`src/rtl/key_pkg.sv`:
```
// Shared types and width helpers for the key debouncer array.
package key_pkg;

    // Per-channel debounce FSM states.
    typedef enum logic [1:0] {
        UP,
        FILT_DN,
        DOWN,
        FILT_UP
    } key_fsm_t;

    // Ceiling log2 used to size counters from their maximum value.
    function automatic int unsigned clog2(input int unsigned value);
        int unsigned result;
        result = 0;
        while ((32'd1 << result) < value) begin
            result = result + 32'd1;
        end
        return result;
    endfunction

    // Bits needed to hold 0..max_val, never less than one bit.
    function automatic int unsigned cnt_width(input int unsigned max_val);
        int unsigned w;
        w = clog2(max_val + 32'd1);
        return (w < 32'd1) ? 32'd1 : w;
    endfunction

endpackage

```
`src/rtl/key_tick_gen.sv`:
```
// Free-running tick divider shared by all debounce channels.
// tick is high for one clk out of every TICK_DIV clk; rst restarts the phase.
module key_tick_gen #(
    parameter int unsigned TICK_DIV = 50000
) (
    input  logic clk,
    input  logic rst,
    output logic tick
);
    import key_pkg::*;

    localparam int unsigned    DIV_W    = cnt_width(TICK_DIV - 1);
    localparam logic [DIV_W-1:0] DIV_LAST = DIV_W'(TICK_DIV - 1);

    logic [DIV_W-1:0] div_q;
    logic [DIV_W-1:0] div_d;

    // Tick on the last count of the period, then wrap to zero.
    always_comb begin
        // NOTE: every combinational output gets a value on every path, so no latch is inferred.
        tick  = (div_q == DIV_LAST);
        div_d = tick ? '0 : div_q + DIV_W'(1);
    end

    // Divider register, synchronous reset.
    always_ff @(posedge clk) begin
        // NOTE: sequential state is assigned with <= so all flops update together at the edge.
        if (rst) begin
            div_q <= '0;
        end else begin
            div_q <= div_d;
        end
    end

endmodule

```
`src/rtl/key_debounce_array.sv`:
```
// N-channel push-button debouncer.
// Each pin is polarity-normalised, synchronised (2 FF), edge-detected (1 FF) and
// qualified by a per-channel FSM counting shared debounce ticks.
// Optional long-press detection is built when macro KEY_LONGPRESS_EN is defined;
// otherwise key_long is tied low and no hold counters exist.
module key_debounce_array #(
    parameter int unsigned N_KEYS     = 4,
    parameter int unsigned TICK_DIV   = 50000,
    parameter int unsigned DEB_TICKS  = 20,
    parameter int unsigned LONG_TICKS = 1000,
    parameter bit          ACTIVE_LOW = 1'b1
) (
    input  logic              clk,
    input  logic              rst,
    input  logic [N_KEYS-1:0] key_in,
    output logic [N_KEYS-1:0] key_press,
    output logic [N_KEYS-1:0] key_release,
    output logic [N_KEYS-1:0] key_state,
    output logic [N_KEYS-1:0] key_long
);
    import key_pkg::*;

    localparam int unsigned      CNT_W   = cnt_width(DEB_TICKS);
    localparam logic [CNT_W-1:0] CNT_MAX = CNT_W'(DEB_TICKS);

    // Reject configurations the filter cannot support.
    if (N_KEYS < 1 || N_KEYS > 16 || TICK_DIV < 1 || DEB_TICKS < 2 || LONG_TICKS < 1) begin : g_bad_params
        $error("key_debounce_array: parameter out of range");
    end

    logic tick;

    key_tick_gen #(
        .TICK_DIV (TICK_DIV)
    ) u_tick_gen (
        .clk  (clk),
        .rst  (rst),
        .tick (tick)
    );

    // Internal level convention: 1 = pressed, 0 = released.
    logic [N_KEYS-1:0] sync1_q, sync1_d;
    logic [N_KEYS-1:0] sync2_q, sync2_d;
    logic [N_KEYS-1:0] edge_q,  edge_d;

    // Input path: normalise polarity, shift through synchroniser and edge register.
    always_comb begin
        sync1_d = ACTIVE_LOW ? ~key_in : key_in;
        sync2_d = sync1_q;
        edge_d  = sync2_q;
    end

    // Sync and edge registers load the released level so reset creates no edge.
    always_ff @(posedge clk) begin
        if (rst) begin
            sync1_q <= '0;
            sync2_q <= '0;
            edge_q  <= '0;
        end else begin
            sync1_q <= sync1_d;
            sync2_q <= sync2_d;
            edge_q  <= edge_d;
        end
    end

    for (genvar i = 0; i < N_KEYS; i++) begin : g_key
        key_fsm_t         state_q, state_d;
        logic [CNT_W-1:0] cnt_q, cnt_d;
        logic             level_q, level_d;
        logic             press_o;
        logic             release_o;
        logic             press_edge;
        logic             release_edge;

        assign press_edge   =  sync2_q[i] & ~edge_q[i];
        assign release_edge = ~sync2_q[i] &  edge_q[i];

        // Debounce FSM: an opposing edge always wins over a tick or acceptance.
        always_comb begin
            state_d   = state_q;
            cnt_d     = cnt_q;
            level_d   = level_q;
            press_o   = 1'b0;
            release_o = 1'b0;
            unique case (state_q)
                UP: begin
                    if (press_edge) begin
                        state_d = FILT_DN;
                        cnt_d   = '0;
                    end
                end
                FILT_DN: begin
                    if (release_edge) begin
                        state_d = UP;
                        cnt_d   = '0;
                    end else if (cnt_q == CNT_MAX) begin
                        state_d = DOWN;
                        cnt_d   = '0;
                        level_d = 1'b0;
                        press_o = 1'b1;
                    end else if (tick) begin
                        cnt_d = cnt_q + CNT_W'(1);
                    end
                end
                DOWN: begin
                    if (release_edge) begin
                        state_d = FILT_UP;
                        cnt_d   = '0;
                    end
                end
                FILT_UP: begin
                    if (press_edge) begin
                        state_d = DOWN;
                        cnt_d   = '0;
                    end else if (cnt_q == CNT_MAX) begin
                        state_d   = UP;
                        cnt_d     = '0;
                        level_d   = 1'b1;
                        release_o = 1'b1;
                    end else if (tick) begin
                        cnt_d = cnt_q + CNT_W'(1);
                    end
                end
                default: begin
                    state_d = UP;
                    cnt_d   = '0;
                end
            endcase
        end

        // Per-channel state, filter counter and debounced level.
        always_ff @(posedge clk) begin
            if (rst) begin
                state_q <= UP;
                cnt_q   <= '0;
                level_q <= 1'b1;
            end else begin
                state_q <= state_d;
                cnt_q   <= cnt_d;
                level_q <= level_d;
            end
        end

        // Strobes are dropped while reset is asserted.
        assign key_press[i]   = press_o   & ~rst;
        assign key_release[i] = release_o & ~rst;
        assign key_state[i]   = level_q;

`ifdef KEY_LONGPRESS_EN
        localparam int unsigned      HOLD_W   = cnt_width(LONG_TICKS);
        localparam logic [HOLD_W-1:0] HOLD_MAX = HOLD_W'(LONG_TICKS);

        logic [HOLD_W-1:0] hold_q, hold_d;
        logic              long_o;

        // Hold counter: cleared by a new accepted press or a completed release,
        // frozen during release filtering so a bounce back keeps the count.
        always_comb begin
            hold_d = hold_q;
            long_o = 1'b0;
            if ((state_q == FILT_DN && state_d == DOWN) || (state_q == FILT_UP && state_d == UP)) begin
                hold_d = '0;
            end else if (state_q == DOWN && state_d == DOWN && tick && hold_q != HOLD_MAX) begin
                hold_d = hold_q + HOLD_W'(1);
                long_o = (hold_q == HOLD_MAX - HOLD_W'(1));
            end
        end

        // Hold counter register.
        always_ff @(posedge clk) begin
            if (rst) begin
                hold_q <= '0;
            end else begin
                hold_q <= hold_d;
            end
        end

        assign key_long[i] = long_o & ~rst;
`else
        assign key_long[i] = 1'b0;
`endif
    end

endmodule

```
`config.mk`:
```
export PLATFORM = sky130hd
export DESIGN_NAME = key_debounce_array
export DESIGN_NICKNAME = d
export VERILOG_FILES = /design/src/rtl/key_pkg.sv /design/src/rtl/key_tick_gen.sv /design/src/rtl/key_debounce_array.sv
export SDC_FILE = /design/constraint.sdc
export NUM_CORES = 1
export LEC_CHECK = 0
export CELL_PAD_IN_SITES_DETAIL_PLACEMENT = 0
export CELL_PAD_IN_SITES_GLOBAL_PLACEMENT = 1
export CORE_MARGIN = 2
export CORE_UTILIZATION = 30
export CTS_CLUSTER_DIAMETER = 80
export DETAILED_ROUTE_END_ITERATION = 12
export PLACE_DENSITY_LB_ADDON = 0.1
export SLEW_MARGIN = 15
export SYNTH_ARGS = -nofsm -noshare
export SYNTH_HDL_FRONTEND = slang
export SYNTH_SLANG_ARGS = --single-unit
```
`constraint.sdc`:
```
create_clock -name clk -period 2.04 [get_ports clk]
set_clock_uncertainty 0.2 [all_clocks]
set_input_delay 0.408 -clock clk [delete_from_list [all_inputs] [get_ports clk]]
set_output_delay 0.408 -clock clk [all_outputs]
set_load 0.03 [all_outputs]
```
==> flow_summary.yaml <==
status:
  status: "finished, violations left"
  violations: "setup timing"
route:
  wl_per_cell_um: 11.70
  wl_met1_mm: 3.436
  drt-vias-per-instance: 4.529
  drc: 0
  antenna_left: 0
  highest_layer: "met4"
  met3WireLength_um: 162
  vias: 2541
  dr.pass1.iters: 4
  drt_iter0_drc: 66
  wl_met2_mm: 2.818
  totalWireLength_mm: 6.563
sta:
  tns_ns: -1.579
  drv_slew: 0
  slew_headroom_pct: 63.65
  fin_crit_ns: 2.318
  max_freq_mhz: 431.4
  rsz0062_at_grt: "yes"
  post-route-period-util_pct: 113.6
  final_hold_viol_count: 0
  setup_slack_ns: -0.2781
  worst_pin_slew_ns: 0.5448
  setup-violations-final: 8
placed_design:
  dp_hpwl_mm: 4.526
  post_dp_cell_area_sq_um: 3659
  io_buffers: 17
  gp_congestion: 0.7309
yosys:
  ys_seq_area_share_pct: 40.22
  syn_inst: 345
  synth-seq-cells: 60
  synthFlopType: "dfxtp_1"
  synth_top_area_cell: "dfxtp_1"
  synth-async-reset-ratio_pct: 0
  yosys-top-cells-area: "dfxtp_1, nor2_1, xnor2_1"
  yosysWarningCount: 0
  synth_area_per_cell_sq_um: 8.657
  synth_common_cells: "dfxtp_1, nor2_1, nand2_1"
  synth_cell_types: 56
  synth_edf_count: 0
  netlist_area_sq_um: 2987
  synth.most_common_cell: "dfxtp_1"
  synth_top_area_share_pct: 40.22
setup_path:
  crit_fanout: 2
  reg2reg_depth: 6
  timing.rr.end: "g_key[1].cnt_q[3]$_SDFFE_PP0P_"
  cp.required_ns: 1.43
  crit_end: "key_release[2]"
  r2r_slack_ns: 0.08
  r2r-start: "u_tick_gen.div_q[11]$_SDFF_PP0_"
  arrival_ns: 1.71
  startpoint: "g_key[2].cnt_q[0]$_SDFFE_PP0P_"
  cp-start-kind: "register"
  critical_path_class: "reg2out"
  endpoint_kind: "output port"
pwr:
  power.leakage_nw: 1.682
  peakVddDrop_v: 0.0002445
  power_density_nw_per_um2: 554.2
clock_tree:
  cts_tree: "built"
  cts_root_buf: "clkbuf_8"
  hold_buffers: 0
  htree_levels: 3
  clock_path_buffers: 2
  cts_inserted_buffers: 9
  cts.sinks: 60
  clk_latency_ns: 0.34
  clk_pin_slew_ns: 0.07
finish:
  final-seq-area_sq_um: 1215
  antennaDiodeCount: 0
  syn_to_final_growth_pct: 39.59
  fin_nets: 438
  drive_above_1_share_pct: 35.51
  multiInputGateArea_sq_um: 1832
  num-fill-cells: 1010
  final_area_sq_um: 4169
global_routing:
  grt_max_degree: 16
  grt_pass1_wl_mm: 11.23
  grt_overflow: 0
  grt_antenna_before_repair: 0
  grt_pass1_vias: 2398
  grt.total_usage_pct: 12.77
floorplanning:
  design.core.area_sq_um: 9729
  num_rows: 36
  floorplan.die_area_sq_um: 10770
  dieWidth_um: 103.8
  die_h_um: 103.8
  start_util_pct: 30.70
  pin_count: 22
run:
  maxCapViolCount: 0
worst_hold_path:
  worstHoldPathType: "reg2reg"
critical path, stage by stage (launching register included):
cell     delay (ns)
dfxtp_2        0.32
inv_2          0.07
ha_4           0.11
and4b_2        0.26
nand2_2        0.08
a21o_1         0.20
nor3b_4        0.18
buf_6          0.15
report_power, final:
group	leakage (nW)	total (mW)	internal, mW	switching, mW
Clock	0.0824	0.952	0.470	0.482
Combinational	1.11	0.151	0.0682	0.0828
Sequential	0.492	1.21	1.19	0.0170
timing repair:
action | 4_1_cts | 5_1_grt
setup endpoints to repair | 9 | 19
gates cloned | 0 | 0
resized for setup | 38 | 24
pin swaps | 15 | 12
buffers inserted | 17 | 5
final cells by class:
class                   count  share of cell area [%]
multi-input cells         250                   43.94
flip-flops and latches     60                   29.14
repair buffers             84                   17.23
well taps                 133                   3.992
clock buffers              12                   3.481
inverters                  18                   1.621
clock inverters             4                  0.6002
worst min-delay path by stage:
stage / start / end / slack [ns] / cells past startpoint
final: sync1_q[3]$_SDFF_PP0_ / edge_d[3]$_SDFF_PP0_ / 0.24 / 1
after global routing: sync1_q[3]$_SDFF_PP0_ / edge_d[3]$_SDFF_PP0_ / 0.26 / 1
after CTS: sync1_q[3]$_SDFF_PP0_ / edge_d[3]$_SDFF_PP0_ / 0.24 / 1
after detailed placement: sync1_q[2]$_SDFF_PP0_ / edge_d[2]$_SDFF_PP0_ / 0.23 / 1
after global placement: sync1_q[3]$_SDFF_PP0_ / edge_d[3]$_SDFF_PP0_ / 0.22 / 1
after floorplan: sync1_q[0]$_SDFF_PP0_ / edge_d[0]$_SDFF_PP0_ / 0.21 / 1
routing by layer:
layer	global-route usage (%)	vias up
li1	-	1338
met1	17.25	1167
met4	6.467	0
met2	19.11	25
met5	0	-
met3	2.895	11
flip-flops by register name, summed over array words and instances, names as in the netlist:
register	cells
edge_d	4
g_key.state_q	8
g_key.cnt_q	20
edge_q	4
u_tick_gen.div_q	16
g_key.level_q	4
sync1_q	4
kinds of logic (layout without fill, tap and decap cells):
| logic type | count (synthesis) | after routing | share of synthesized area [%] |
|---|---|---|---|
| buf+inv | 38 | 118 | 6.409 |
| mux | 6 | 6 | 2.514 |
| simple gates | 155 | 155 | 28.15 |
| flops | 60 | 60 | 40.22 |
| xor+xnor | 25 | 25 | 7.331 |
| compound gates | 51 | 51 | 11.48 |
| other cells | 1 | 4 | 0.1256 |
| fa+ha+maj | 9 | 9 | 3.770 |
cell usage in the layout, fill, tap and decap left out, types with 5 or more instances in the layout:
cell type | Yosys | routed
buf_4 | 8 | 66
clkbuf_8 | 1 | 10
nand2_1 | 25 | 19
nor3_1 | 8 | 7
dfxtp_1 | 60 | 49
buf_6 | 1 | 6
nor2_1 | 47 | 44
inv_2 | 0 | 8
dfxtp_2 | 0 | 11
xnor2_1 | 13 | 13
a21oi_1 | 15 | 14
nor2b_1 | 12 | 12
nand4_1 | 5 | 5
xor2_1 | 12 | 12
nand2_4 | 0 | 5
nand3b_1 | 6 | 6
nand3_1 | 8 | 8
inv_1 | 18 | 10
clkdlybuf4s50_1 | 0 | 7
o21ai_0 | 8 | 8
per-stage QoR:
stage | instances | util (%) | power [mW] | worst slack, ns | hold WS (ns)
after floorplan | 348 | - | 1.318 | -0.05269 | 0.2138
after global placement | 525 | 37.60 | 1.380 | -0.03893 | 0.2168
after detailed placement | 525 | 37.60 | 1.379 | -0.06686 | 0.2299
after CTS | 558 | 41.78 | 2.350 | -0.3440 | 0.2445
after global routing | 561 | 42.85 | 2.418 | -0.3686 | 0.2610
final | 561 | 42.85 | 2.310 | -0.2781 | 0.2379
No activity file was read; power rests on OpenSTA's default activity.
==> variant, RTL diff (same flow settings) <==
Change the parameter `ACTIVE_LOW` from 1'b1 to 1'b0.
--- a/src/rtl/key_debounce_array.sv
+++ b/src/rtl/key_debounce_array.sv
@@ -8,7 +8,7 @@
     parameter int unsigned TICK_DIV   = 50000,
     parameter int unsigned DEB_TICKS  = 20,
     parameter int unsigned LONG_TICKS = 1000,
-    parameter bit          ACTIVE_LOW = 1'b1
+    parameter bit          ACTIVE_LOW = 1'b0
 ) (
     input  logic              clk,
     input  logic              rst,
Formal check against the unedited RTL: same outputs for any inputs over 10 cycles, from zero or initial values and one cycle with rst high; that may be too few to reach the edited logic, so the function may still have changed.
==> variant against the unedited design <==
- largest cell class unchanged
- largest power group is now clock
- wire length is 16% higher
- setup slack better by 0.083 ns
- synthesized area increased by 6.0%
- sequential cell count is the same
- the flow still finishes with violations (setup timing)
- cell area rose by 5.9%
- total power up 21%
- first-iteration DRC count up 32%
- clock power is 49% higher
==> variant: results (changes against the unedited design) <==
| Metric | Value |
|---|---|
| Origin of the critical flop-to-flop path | `g_key[1].cnt_q[0] (was u_tick_gen.div_q[11])` |
| Failing checks | `setup timing (unchanged)` |
| Setup-failing EPs final | `6 (was 8)` |
| Placed Instances | `548 (was 525)` |
| Vias | `2,868 (was 2,541)` |
| WHS | `0.238 ns (about the same)` |
| Final setup TNS | `-0.788 ns (was -1.58 ns)` |
| First-pass GRT wire length | `12.3 mm (was 11.2 mm)` |
| Layout Nets | `457 (was 438)` |
| WHS Endpoint | `edge_d[0] (was edge_d[3])` |
| Mapped Cells | `367 (was 345)` |
| Sequential share of the synthesized area | `37.9% (was 40.2%)` |
| Top post-synthesis cells by area | `dfxtp_1 (38%), a21oi_1 (5.2%), nand3_1 (4.6%) (was dfxtp_1 (40%), nor2_1 (5.9%), xnor2_1 (3.8%))` |
| Peak supply drop | `344 µV (was 244 µV)` |
| Largest net degree at the start of global routing | `20 (was 16)` |
| Synth unique cells | `50 (was 56)` |
| Least-Margin Pin Slew | `0.542 ns (was 0.545 ns)` |
| Post-place setup slack | `-0.0812 ns (was -0.0669 ns)` |
| Share of cells above drive strength 1 | `35.6% (was 35.5%)` |
| Status | `finished with violations (unchanged)` |
| Final-layout fill cell count | `1,045 (was 1,010)` |
| Routed wire per std cell | `13.0 µm (was 11.7 µm)` |
| Area after DPL | `3800 µm² (was 3660 µm²)` |
| Final worst setup slack | `-0.195 ns (was -0.278 ns)` |
| Via-to-Cell Ratio | `4.92 (was 4.53)` |
| Reg2reg path depth | `9 (was 6)` |
| Hold Crit Start | `sync1_q[0] (was sync1_q[3])` |
## variant: cell count changes in the layout (fill, tap and decap cells not counted), moves of 11 or more
cell and delta:
a21oi_1 +12, nand3_1 +21, o31ai_1 +11, nor2_1 -24
## variant: how the worst max path moves through the flow
stage | end | slack, ns
final | key_release[1] | -0.19
after global routing | key_release[0] | -0.30
after CTS | key_release[1] | -0.25
after detailed placement | key_release[0] | -0.08
after global placement | key_release[0] | -0.06
after floorplan | key_release[0] | -0.08
## variant: kinds of logic after synthesis
family          count (synthesis)  synth area share, %
flops                          60                 37.9
xor+xnor                       15                 4.15
buf+inv                        43                 7.04
fa+ha+maj                       9                 3.56
simple gates                  153                 29.9
other cells                     1                0.118
mux                             5                 1.58
compound gates                 81                 15.7
## variant: timing repair
action	4_1_cts	5_1_grt
endpoints found under the setup margin	17	22
buffers inserted	12	6
gates cloned	0	1
resized for setup	32	33
pin swaps	12	14
## variant: power by group through the flow
stage	logic [mW]	clock network, mW	registers (mW)
after floorplan	0.105	0	1.23
after global placement	0.165	0	1.24
after detailed placement	0.165	0	1.23
after CTS	0.166	1.46	1.21
after global routing	0.185	1.52	1.21
final	0.169	1.42	1.21
## variant: worst max-delay path, delay by kind of cell, from the launching register on
kind / cells / cell delay [ns]
and+or+nand+nor: 3 / 0.61
DFF: 1 / 0.32
buffers and inverters: 2 / 0.23
adders and majority gates: 1 / 0.13
## variant: area by class of cell
| class | instances | area, µm² | area share [%] |
|---|---|---|---|
| sequential | 60 | 1220 | 27.7 |
| tap | 136 | 170 | 3.85 |
| clock buffer | 13 | 179 | 4.05 |
| timing repair buffer | 86 | 712 | 16.1 |
| clock inverter | 3 | 90.1 | 2.04 |
| multi-input combinational | 267 | 1970 | 44.7 |
| inverter | 18 | 67.6 | 1.53 |
## variant: metal layers
layer / vias to the layer above / wire, µm / track usage, %
li1: 1482 / - / -
met1: 1342 / 3710 / 16.9
met2: 35 / 3610 / 22.8
met3: 9 / 168 / 2.19
met4: 0 / 108 / 5.84
met5: - / 0 / 0
